[config.mk]
export PLATFORM = sky130hd
export DESIGN_NAME = mem_port_arbiter_flat
export DESIGN_NICKNAME = d
export VERILOG_FILES = /design/src/rtl/mem_port_arbiter_if.sv /design/src/rtl/mem_port_arbiter.sv /design/src/flat_wrapper.sv
export SDC_FILE = /design/constraint.sdc
export NUM_CORES = 1
export LEC_CHECK = 0
export CAP_MARGIN = 25
export CORE_ASPECT_RATIO = 1.5
export CORE_MARGIN = 3
export CORE_UTILIZATION = 43
export DETAILED_ROUTE_END_ITERATION = 8
export PLACE_DENSITY = 0.81
export SYNTH_ARGS = -nofsm -noshare
export SYNTH_HDL_FRONTEND = slang
export SYNTH_SLANG_ARGS = --single-unit
[constraint.sdc]
create_clock -name clk -period 3.2 [get_ports clk]
set_input_delay 0.48 -clock clk [delete_from_list [all_inputs] [get_ports clk]]
set_output_delay 0.48 -clock clk [all_outputs]
set_load 0.01 [all_outputs]
[src/rtl/mem_port_arbiter_if.sv]
// Bus bundle between the IF/DS requesters, the shared memory port and the arbiter.
// master = arbiter side, slave = requester/memory side.
interface mem_port_arbiter_if;
  logic        if_req;
  logic [31:0] if_addr;
  logic        if_gnt;
  logic        if_rvalid;
  logic [31:0] if_rdata;

  logic        ds_req;
  logic        ds_we;
  logic [31:0] ds_addr;
  logic [31:0] ds_wdata;
  logic [2:0]  ds_funct3;
  logic        ds_gnt;
  logic        ds_rvalid;
  logic [31:0] ds_rdata;

  logic [31:0] mem_addr;
  logic [31:0] mem_wdata;
  logic        mem_re;
  logic        mem_we;
  logic [2:0]  mem_funct3;
  logic [31:0] mem_rdata;

  logic        busy;

  modport master (
    input  if_req, if_addr,
    output if_gnt, if_rvalid, if_rdata,
    input  ds_req, ds_we, ds_addr, ds_wdata, ds_funct3,
    output ds_gnt, ds_rvalid, ds_rdata,
    output mem_addr, mem_wdata, mem_re, mem_we, mem_funct3,
    input  mem_rdata,
    output busy
  );

  modport slave (
    output if_req, if_addr,
    input  if_gnt, if_rvalid, if_rdata,
    output ds_req, ds_we, ds_addr, ds_wdata, ds_funct3,
    input  ds_gnt, ds_rvalid, ds_rdata,
    input  mem_addr, mem_wdata, mem_re, mem_we, mem_funct3,
    output mem_rdata,
    input  busy
  );
endinterface

[src/rtl/mem_port_arbiter.sv]
// Shares one memory port between instruction fetch (IF) and the data stage (DS):
// data-first priority with a starvation guard, fixed wait states per access.
//
//   state  | meaning
//   IDLE   | port released, mem_* at 0; arbitrate and grant in the same cycle
//   ACCESS | port driven with the latched request for WAIT_CYCLES cycles
module mem_port_arbiter #(
  parameter int unsigned WAIT_CYCLES  = 1,
  parameter int unsigned STARVE_MAX   = 4,
  parameter logic [31:0] DS_ADDR_MASK = 32'h8000_0000
) (
  input  logic                clk,
  input  logic                reset,
  mem_port_arbiter_if.master  bus
);

  localparam logic [3:0] WAIT_INIT  = 4'(WAIT_CYCLES - 1);
  localparam logic [3:0] STARVE_LIM = 4'(STARVE_MAX);
  localparam logic [2:0] FUNCT3_WORD = 3'b010;

  typedef enum logic {IDLE, ACCESS} state_t;

  state_t      state, state_nxt;
  logic [3:0]  wait_cnt, wait_cnt_nxt;
  logic [3:0]  starve_cnt, starve_cnt_nxt;
  logic        owner_ds, owner_ds_nxt;

  logic [31:0] mem_addr_q, mem_addr_nxt;
  logic [31:0] mem_wdata_q, mem_wdata_nxt;
  logic        mem_re_q, mem_re_nxt;
  logic        mem_we_q, mem_we_nxt;
  logic [2:0]  mem_funct3_q, mem_funct3_nxt;

  logic        if_rvalid_q, if_rvalid_nxt;
  logic        ds_rvalid_q, ds_rvalid_nxt;
  logic [31:0] if_rdata_q, if_rdata_nxt;
  logic [31:0] ds_rdata_q, ds_rdata_nxt;

  logic        grant_if, grant_ds;

  always_ff @(posedge clk) begin
    if (reset) begin
      state        <= IDLE;
      wait_cnt     <= '0;
      starve_cnt   <= '0;
      owner_ds     <= 1'b0;
      mem_addr_q   <= '0;
      mem_wdata_q  <= '0;
      mem_re_q     <= 1'b0;
      mem_we_q     <= 1'b0;
      mem_funct3_q <= '0;
      if_rvalid_q  <= 1'b0;
      ds_rvalid_q  <= 1'b0;
      if_rdata_q   <= '0;
      ds_rdata_q   <= '0;
    end else begin
      state        <= state_nxt;
      wait_cnt     <= wait_cnt_nxt;
      starve_cnt   <= starve_cnt_nxt;
      owner_ds     <= owner_ds_nxt;
      mem_addr_q   <= mem_addr_nxt;
      mem_wdata_q  <= mem_wdata_nxt;
      mem_re_q     <= mem_re_nxt;
      mem_we_q     <= mem_we_nxt;
      mem_funct3_q <= mem_funct3_nxt;
      if_rvalid_q  <= if_rvalid_nxt;
      ds_rvalid_q  <= ds_rvalid_nxt;
      if_rdata_q   <= if_rdata_nxt;
      ds_rdata_q   <= ds_rdata_nxt;
    end
  end

  always_comb begin
    state_nxt      = state;
    wait_cnt_nxt   = wait_cnt;
    starve_cnt_nxt = starve_cnt;
    owner_ds_nxt   = owner_ds;
    mem_addr_nxt   = mem_addr_q;
    mem_wdata_nxt  = mem_wdata_q;
    mem_re_nxt     = mem_re_q;
    mem_we_nxt     = mem_we_q;
    mem_funct3_nxt = mem_funct3_q;
    if_rvalid_nxt  = 1'b0;
    ds_rvalid_nxt  = 1'b0;
    if_rdata_nxt   = if_rdata_q;
    ds_rdata_nxt   = ds_rdata_q;
    grant_if       = 1'b0;
    grant_ds       = 1'b0;

    if (!bus.if_req) begin
      starve_cnt_nxt = '0;
    end

    case (state)
      IDLE: begin
        // Grants are decoded straight from IDLE so the requester sees gnt in
        // the cycle it asks; gating with reset keeps them low while resetting.
        if (!reset) begin
          if (bus.ds_req && !(bus.if_req && starve_cnt == STARVE_LIM)) begin
            grant_ds = 1'b1;
          end else if (bus.if_req) begin
            grant_if = 1'b1;
          end
        end

        if (grant_ds) begin
          state_nxt      = ACCESS;
          wait_cnt_nxt   = WAIT_INIT;
          owner_ds_nxt   = 1'b1;
          mem_addr_nxt   = bus.ds_addr | DS_ADDR_MASK;
          mem_we_nxt     = bus.ds_we;
          mem_re_nxt     = ~bus.ds_we;
          mem_wdata_nxt  = bus.ds_we ? bus.ds_wdata : '0;
          mem_funct3_nxt = bus.ds_funct3;
          if (bus.if_req) begin
            starve_cnt_nxt = (starve_cnt == STARVE_LIM) ? STARVE_LIM : starve_cnt + 4'd1;
          end
        end else if (grant_if) begin
          state_nxt      = ACCESS;
          wait_cnt_nxt   = WAIT_INIT;
          owner_ds_nxt   = 1'b0;
          mem_addr_nxt   = bus.if_addr;
          mem_we_nxt     = 1'b0;
          mem_re_nxt     = 1'b1;
          mem_wdata_nxt  = '0;
          mem_funct3_nxt = FUNCT3_WORD;
          starve_cnt_nxt = '0;
        end
      end

      ACCESS: begin
        if (wait_cnt == 4'd0) begin
          state_nxt      = IDLE;
          mem_addr_nxt   = '0;
          mem_wdata_nxt  = '0;
          mem_re_nxt     = 1'b0;
          mem_we_nxt     = 1'b0;
          mem_funct3_nxt = '0;
          if (owner_ds) begin
            ds_rvalid_nxt = 1'b1;
            if (!mem_we_q) begin
              ds_rdata_nxt = bus.mem_rdata;
            end
          end else begin
            if_rvalid_nxt = 1'b1;
            if_rdata_nxt  = bus.mem_rdata;
          end
        end else begin
          wait_cnt_nxt = wait_cnt - 4'd1;
        end
      end

      default: state_nxt = IDLE;
    endcase
  end

  assign bus.if_gnt     = grant_if;
  assign bus.ds_gnt     = grant_ds;
  assign bus.if_rvalid  = if_rvalid_q;
  assign bus.ds_rvalid  = ds_rvalid_q;
  assign bus.if_rdata   = if_rdata_q;
  assign bus.ds_rdata   = ds_rdata_q;
  assign bus.mem_addr   = mem_addr_q;
  assign bus.mem_wdata  = mem_wdata_q;
  assign bus.mem_re     = mem_re_q;
  assign bus.mem_we     = mem_we_q;
  assign bus.mem_funct3 = mem_funct3_q;
  assign bus.busy       = (state != IDLE);

endmodule

[src/flat_wrapper.sv]
// flat-port wrapper written by rule: the top's interface ports become plain ports
module mem_port_arbiter_flat 
#(
  parameter int unsigned WAIT_CYCLES  = 1,
  parameter int unsigned STARVE_MAX   = 4,
  parameter logic [31:0] DS_ADDR_MASK = 32'h8000_0000
)
  (clk, reset, bus_if_req, bus_if_addr, bus_if_gnt, bus_if_rvalid, bus_if_rdata, bus_ds_req, bus_ds_we, bus_ds_addr, bus_ds_wdata, bus_ds_funct3, bus_ds_gnt, bus_ds_rvalid, bus_ds_rdata, bus_mem_addr, bus_mem_wdata, bus_mem_re, bus_mem_we, bus_mem_funct3, bus_mem_rdata, bus_busy);
  mem_port_arbiter_if bus_i ();
  input  logic clk;
  input  logic reset;
  input wire logic [$bits(bus_i.if_req)-1:0] bus_if_req;
  input wire logic [$bits(bus_i.if_addr)-1:0] bus_if_addr;
  output wire logic [$bits(bus_i.if_gnt)-1:0] bus_if_gnt;
  output wire logic [$bits(bus_i.if_rvalid)-1:0] bus_if_rvalid;
  output wire logic [$bits(bus_i.if_rdata)-1:0] bus_if_rdata;
  input wire logic [$bits(bus_i.ds_req)-1:0] bus_ds_req;
  input wire logic [$bits(bus_i.ds_we)-1:0] bus_ds_we;
  input wire logic [$bits(bus_i.ds_addr)-1:0] bus_ds_addr;
  input wire logic [$bits(bus_i.ds_wdata)-1:0] bus_ds_wdata;
  input wire logic [$bits(bus_i.ds_funct3)-1:0] bus_ds_funct3;
  output wire logic [$bits(bus_i.ds_gnt)-1:0] bus_ds_gnt;
  output wire logic [$bits(bus_i.ds_rvalid)-1:0] bus_ds_rvalid;
  output wire logic [$bits(bus_i.ds_rdata)-1:0] bus_ds_rdata;
  output wire logic [$bits(bus_i.mem_addr)-1:0] bus_mem_addr;
  output wire logic [$bits(bus_i.mem_wdata)-1:0] bus_mem_wdata;
  output wire logic [$bits(bus_i.mem_re)-1:0] bus_mem_re;
  output wire logic [$bits(bus_i.mem_we)-1:0] bus_mem_we;
  output wire logic [$bits(bus_i.mem_funct3)-1:0] bus_mem_funct3;
  input wire logic [$bits(bus_i.mem_rdata)-1:0] bus_mem_rdata;
  output wire logic [$bits(bus_i.busy)-1:0] bus_busy;
  assign bus_i.if_req = bus_if_req;
  assign bus_i.if_addr = bus_if_addr;
  assign bus_if_gnt = bus_i.if_gnt;
  assign bus_if_rvalid = bus_i.if_rvalid;
  assign bus_if_rdata = bus_i.if_rdata;
  assign bus_i.ds_req = bus_ds_req;
  assign bus_i.ds_we = bus_ds_we;
  assign bus_i.ds_addr = bus_ds_addr;
  assign bus_i.ds_wdata = bus_ds_wdata;
  assign bus_i.ds_funct3 = bus_ds_funct3;
  assign bus_ds_gnt = bus_i.ds_gnt;
  assign bus_ds_rvalid = bus_i.ds_rvalid;
  assign bus_ds_rdata = bus_i.ds_rdata;
  assign bus_mem_addr = bus_i.mem_addr;
  assign bus_mem_wdata = bus_i.mem_wdata;
  assign bus_mem_re = bus_i.mem_re;
  assign bus_mem_we = bus_i.mem_we;
  assign bus_mem_funct3 = bus_i.mem_funct3;
  assign bus_i.mem_rdata = bus_mem_rdata;
  assign bus_busy = bus_i.busy;
  mem_port_arbiter #(.WAIT_CYCLES(WAIT_CYCLES), .STARVE_MAX(STARVE_MAX), .DS_ADDR_MASK(DS_ADDR_MASK)) u_core (.clk(clk), .reset(reset), .bus(bus_i));
endmodule
==> summary.md <==
| Metric | Value |
|---|---|
| DR pass1 iterations | `4` |
| Xor/xnor share of the synthesized area | `0%` |
| Total gr overflow | `0` |
| CP Cell Sequence | `inv_1 > ha_1 > nand4b_1 > nor2b_4 > and2_0 > clkdlybuf4s50_1` |
| Net Sw Frac | `23.7%` |
| Synth cell types | `43` |
| Fin. Hold Viols | `0` |
| Post-Route WL | `17,100 um` |
| Wire length per cell | `16.1 um` |
| Simple-gate share of the synthesized area | `22.0%` |
| Core area | `12,200 um2` |
| CP Capture Type | `output pin` |
| CTS tree | `built` |
| Die X | `98.2 um` |
| Critical Path RT | `2.72 ns` |
| Net count after synthesis | `783` |
| Via density | `5.23` |
| Register area share after synthesis | `53.0%` |
| Mapped Area | `5480 um2` |
| Delay of the slowest critical-path stage | `0.60 ns` |
| Syn avg cell area | `8.51 um2` |
| Slew headroom | `48.1%` |
| IO buf count | `272` |
| Root cell of the clock tree | `clkbuf_16` |
| Asr flop ratio synth | `0%` |
| P_int | `3590 uW` |
| Hold/Removal Path Class | `reg -> reg` |
| Post-Place Worst Slack | `0.474 ns` |
| Complex-gate fraction of the synthesized area | `17.0%` |
| Data arrival, critical path | `2.35 ns` |
| Yosys reg bits | `145` |
| Chip Height | `144 um` |
| Part of the power in combinational logic | `13.5%` |
| Antenna diodes | `0` |
| CP max FO | `5` |
| CP startpoint kind | `flip-flop` |
| Net Sw Power | `1120 uW` |
| Largest net degree at the start of global routing | `77` |
| Minimum clock period | `2.83 ns` |
| Placement Cell Area | `8240 um2` |
| First DRT Iteration DRCs | `205` |
| CTS resizes | `0` |
| Yosys top cell by area | `dfxtp_1` |
| # hold bufs at CTS | `0` |
| Area contributors post-synth | `dfxtp_1, nand2_1, a21oi_1, nand3_1, a22o_1` |
| Global-route wire length before repair | `26,700 um` |
| Synth top area share | `53.0%` |
| Antenna violations before repair | `0` |
| H-tree levels | `4` |
| Routability cong. | `0.865` |
| Final setup margin | `0.367 ns` |
| Status | `complete, no violations` |
| CP max-delay cell | `clkdlybuf4s50_1` |
| Layout fillers | `888` |
| Skew-Pair Late Insertion Delay | `0.41 ns` |
| Vias in the first global route | `5,584` |
| Nets | `1,035` |
| Top FF cell, synth | `dfxtp_1` |
| Largest family of logic cells by synthesized area | `simple AND/OR/NAND/NOR gates` |
| Starting Density | `44.9%` |
| TNS Setup | `0 ns` |
| Post-synthesis instance total | `644` |
| Clock power share | `45.4%` |
| Maxcap violations | `0` |
| Slew @ Worst Pin | `0.779 ns` |
| Adder-cell share of the synthesized area | `0.685%` |
| Clock buffer depth | `2` |
| Mux contribution to synthesized area | `1.83%` |
| Detailed Place HPWL | `12,500 um` |
| Share of cells above drive strength 1 | `5.95%` |
| WS Path Type | `reg -> out` |
| Total CTS buffers | `17` |
| Final setup fails | `0` |
| Drt drc | `0` |
| Area growth syn-to-layout | `62.0%` |
| Pwr dens | `530 nW/um2` |
| IO Pins | `274` |
| Count of warnings emitted by yosys | `0` |
| Layout Skew | `0.0140 ns` |
| Post-synth EDFFs | `0` |
| Cell Rows | `49` |
| Pins Over Slew Limit | `0` |
| Tot GR Track Use | `23.3%` |
| Routed via count | `5,545` |
| Clk sinks | `145` |
| Reg power frac | `41.2%` |
| Design Area, Final | `8880 um2` |
| Clock slew seen by the registers of the worst setup and hold paths | `0.06 ns` |
| Post-CTS Setup Bufs | `0` |
| Final period util | `88.5%` |
| Post-DRT Antenna Nets | `0` |
| Worst vdd ir | `0.324 mV` |
| Leak Pwr | `0.00314 uW` |
| Die footprint | `14,200 um2` |
| Fmax achieved | `353 MHz` |
| RSZ-0062 raised after global routing | `no` |
[path summary, 6_finish.rpt]
check | cells after the start | endpoint | slack [ns] | startpoint
max | 6 | bus_ds_gnt | 0.37 | u_core.starve_cnt[0]
min reg2reg | 2 | u_core.bus.mem_addr[1] | 0.45 | u_core.bus.mem_addr[1]
max reg2reg | 6 | u_core.bus.mem_addr[27] | 0.92 | u_core.bus.busy
min | 2 | u_core.bus.mem_addr[1] | 0.45 | u_core.bus.mem_addr[1]
[metal layers]
metal  global-route usage [%]  share of wire (%)  vias up
li1                         -                  -     2687
met1                     23.1                 36     2576
met3                     6.66                7.2       37
met5                        0                  0        -
met2                     44.2                 54      245
met4                     11.7                3.7        0
[through the flow]
step / power (uW) / utilization [%] / hold WS [ns] / cells
2_1_floorplan: 2220 / - / 0.452 / 644
3_3_place_gp: 2590 / 67.5 / 0.435 / 1030
3_5_place_dp: 2610 / 67.5 / 0.444 / 1030
4_1_cts: 4750 / 72.8 / 0.454 / 1061
5_1_grt: 4870 / 72.8 / 0.473 / 1061
6_report: 4700 / 72.8 / 0.450 / 1061
[logic make-up after synthesis]
group,count (synthesis)
and+or+nand+nor,279
AOI/OAI and AO/OA,152
DFF,145
buffers and inverters,55
muxes,10
adders and majority gates,3
[final cells by class]
class	count	area, um2	share of cell area, %
clock buffers	18	439	4.95
well taps	153	191	2.16
clock inverters	13	199	2.24
repair buffers	283	2810	31.7
inverters	5	18.8	0.211
multi-input cells	444	2310	26.1
flip-flops and latches	145	2900	32.7
[worst max-delay path, delay by kind of cell (launching register included)]
family	cells	cell delay (ns)
AND/OR/NAND/NOR	3	0.60
buffers and inverters	2	0.69
flip-flops	1	0.41
adder cells (fa/ha/maj)	1	0.24
[power groups by stage]
| stage | Combinational (uW) | Clock [uW] | Sequential (uW) |
|---|---|---|---|
| after floorplan | 213 | 0 | 2010 |
| after global routing | 678 | 2240 | 1950 |
| final | 633 | 2130 | 1940 |
| after global placement | 619 | 0 | 1970 |
| after detailed placement | 632 | 0 | 1980 |
| after CTS | 636 | 2170 | 1940 |
[synthesized netlist by cell type, types with 2 or more instances]
cell and number:
ha_1 3, a21oi_1 91, nand2b_1 6, a31oi_1 3
nand2_1 195, nand4b_1 2, mux2i_1 10, buf_6 8
nand4_1 2, o211ai_1 21, nand3b_1 3, dfxtp_1 145
nor3_1 2, a22o_1 18, buf_2 21, inv_1 4
nand3_1 48, clkbuf_1 19, nor2_1 8, buf_4 2
o21ai_0 11
[sequential cells by signal (all words and copies together), names as in the netlist, 3 cells and up]
signal	flops
u_core.bus.mem_funct3	3
u_core.bus.if_rdata	32
u_core.bus.ds_rdata	32
u_core.bus.mem_addr	32
u_core.wait_cnt	4
u_core.bus.mem_wdata	32
u_core.starve_cnt	4
[layout by cell type (no fill, tap or decap), types with 4 or more instances in the layout]
master           netlist  final
o21ai_0               11     11
dfxtp_1              145    145
nor2_1                 8      6
clkbuf_16              0     17
inv_6                  0      5
buf_4                  2     10
mux2i_1               10     10
bufinv_16              0      4
inv_1                  4      4
clkdlybuf4s50_1        0    271
nand2_1              195    195
a21oi_1               91     91
nand2b_1               6      6
nand3_1               48     48
a22o_1                18     18
o211ai_1              21     21
Power figures use the tool's default switching activity.
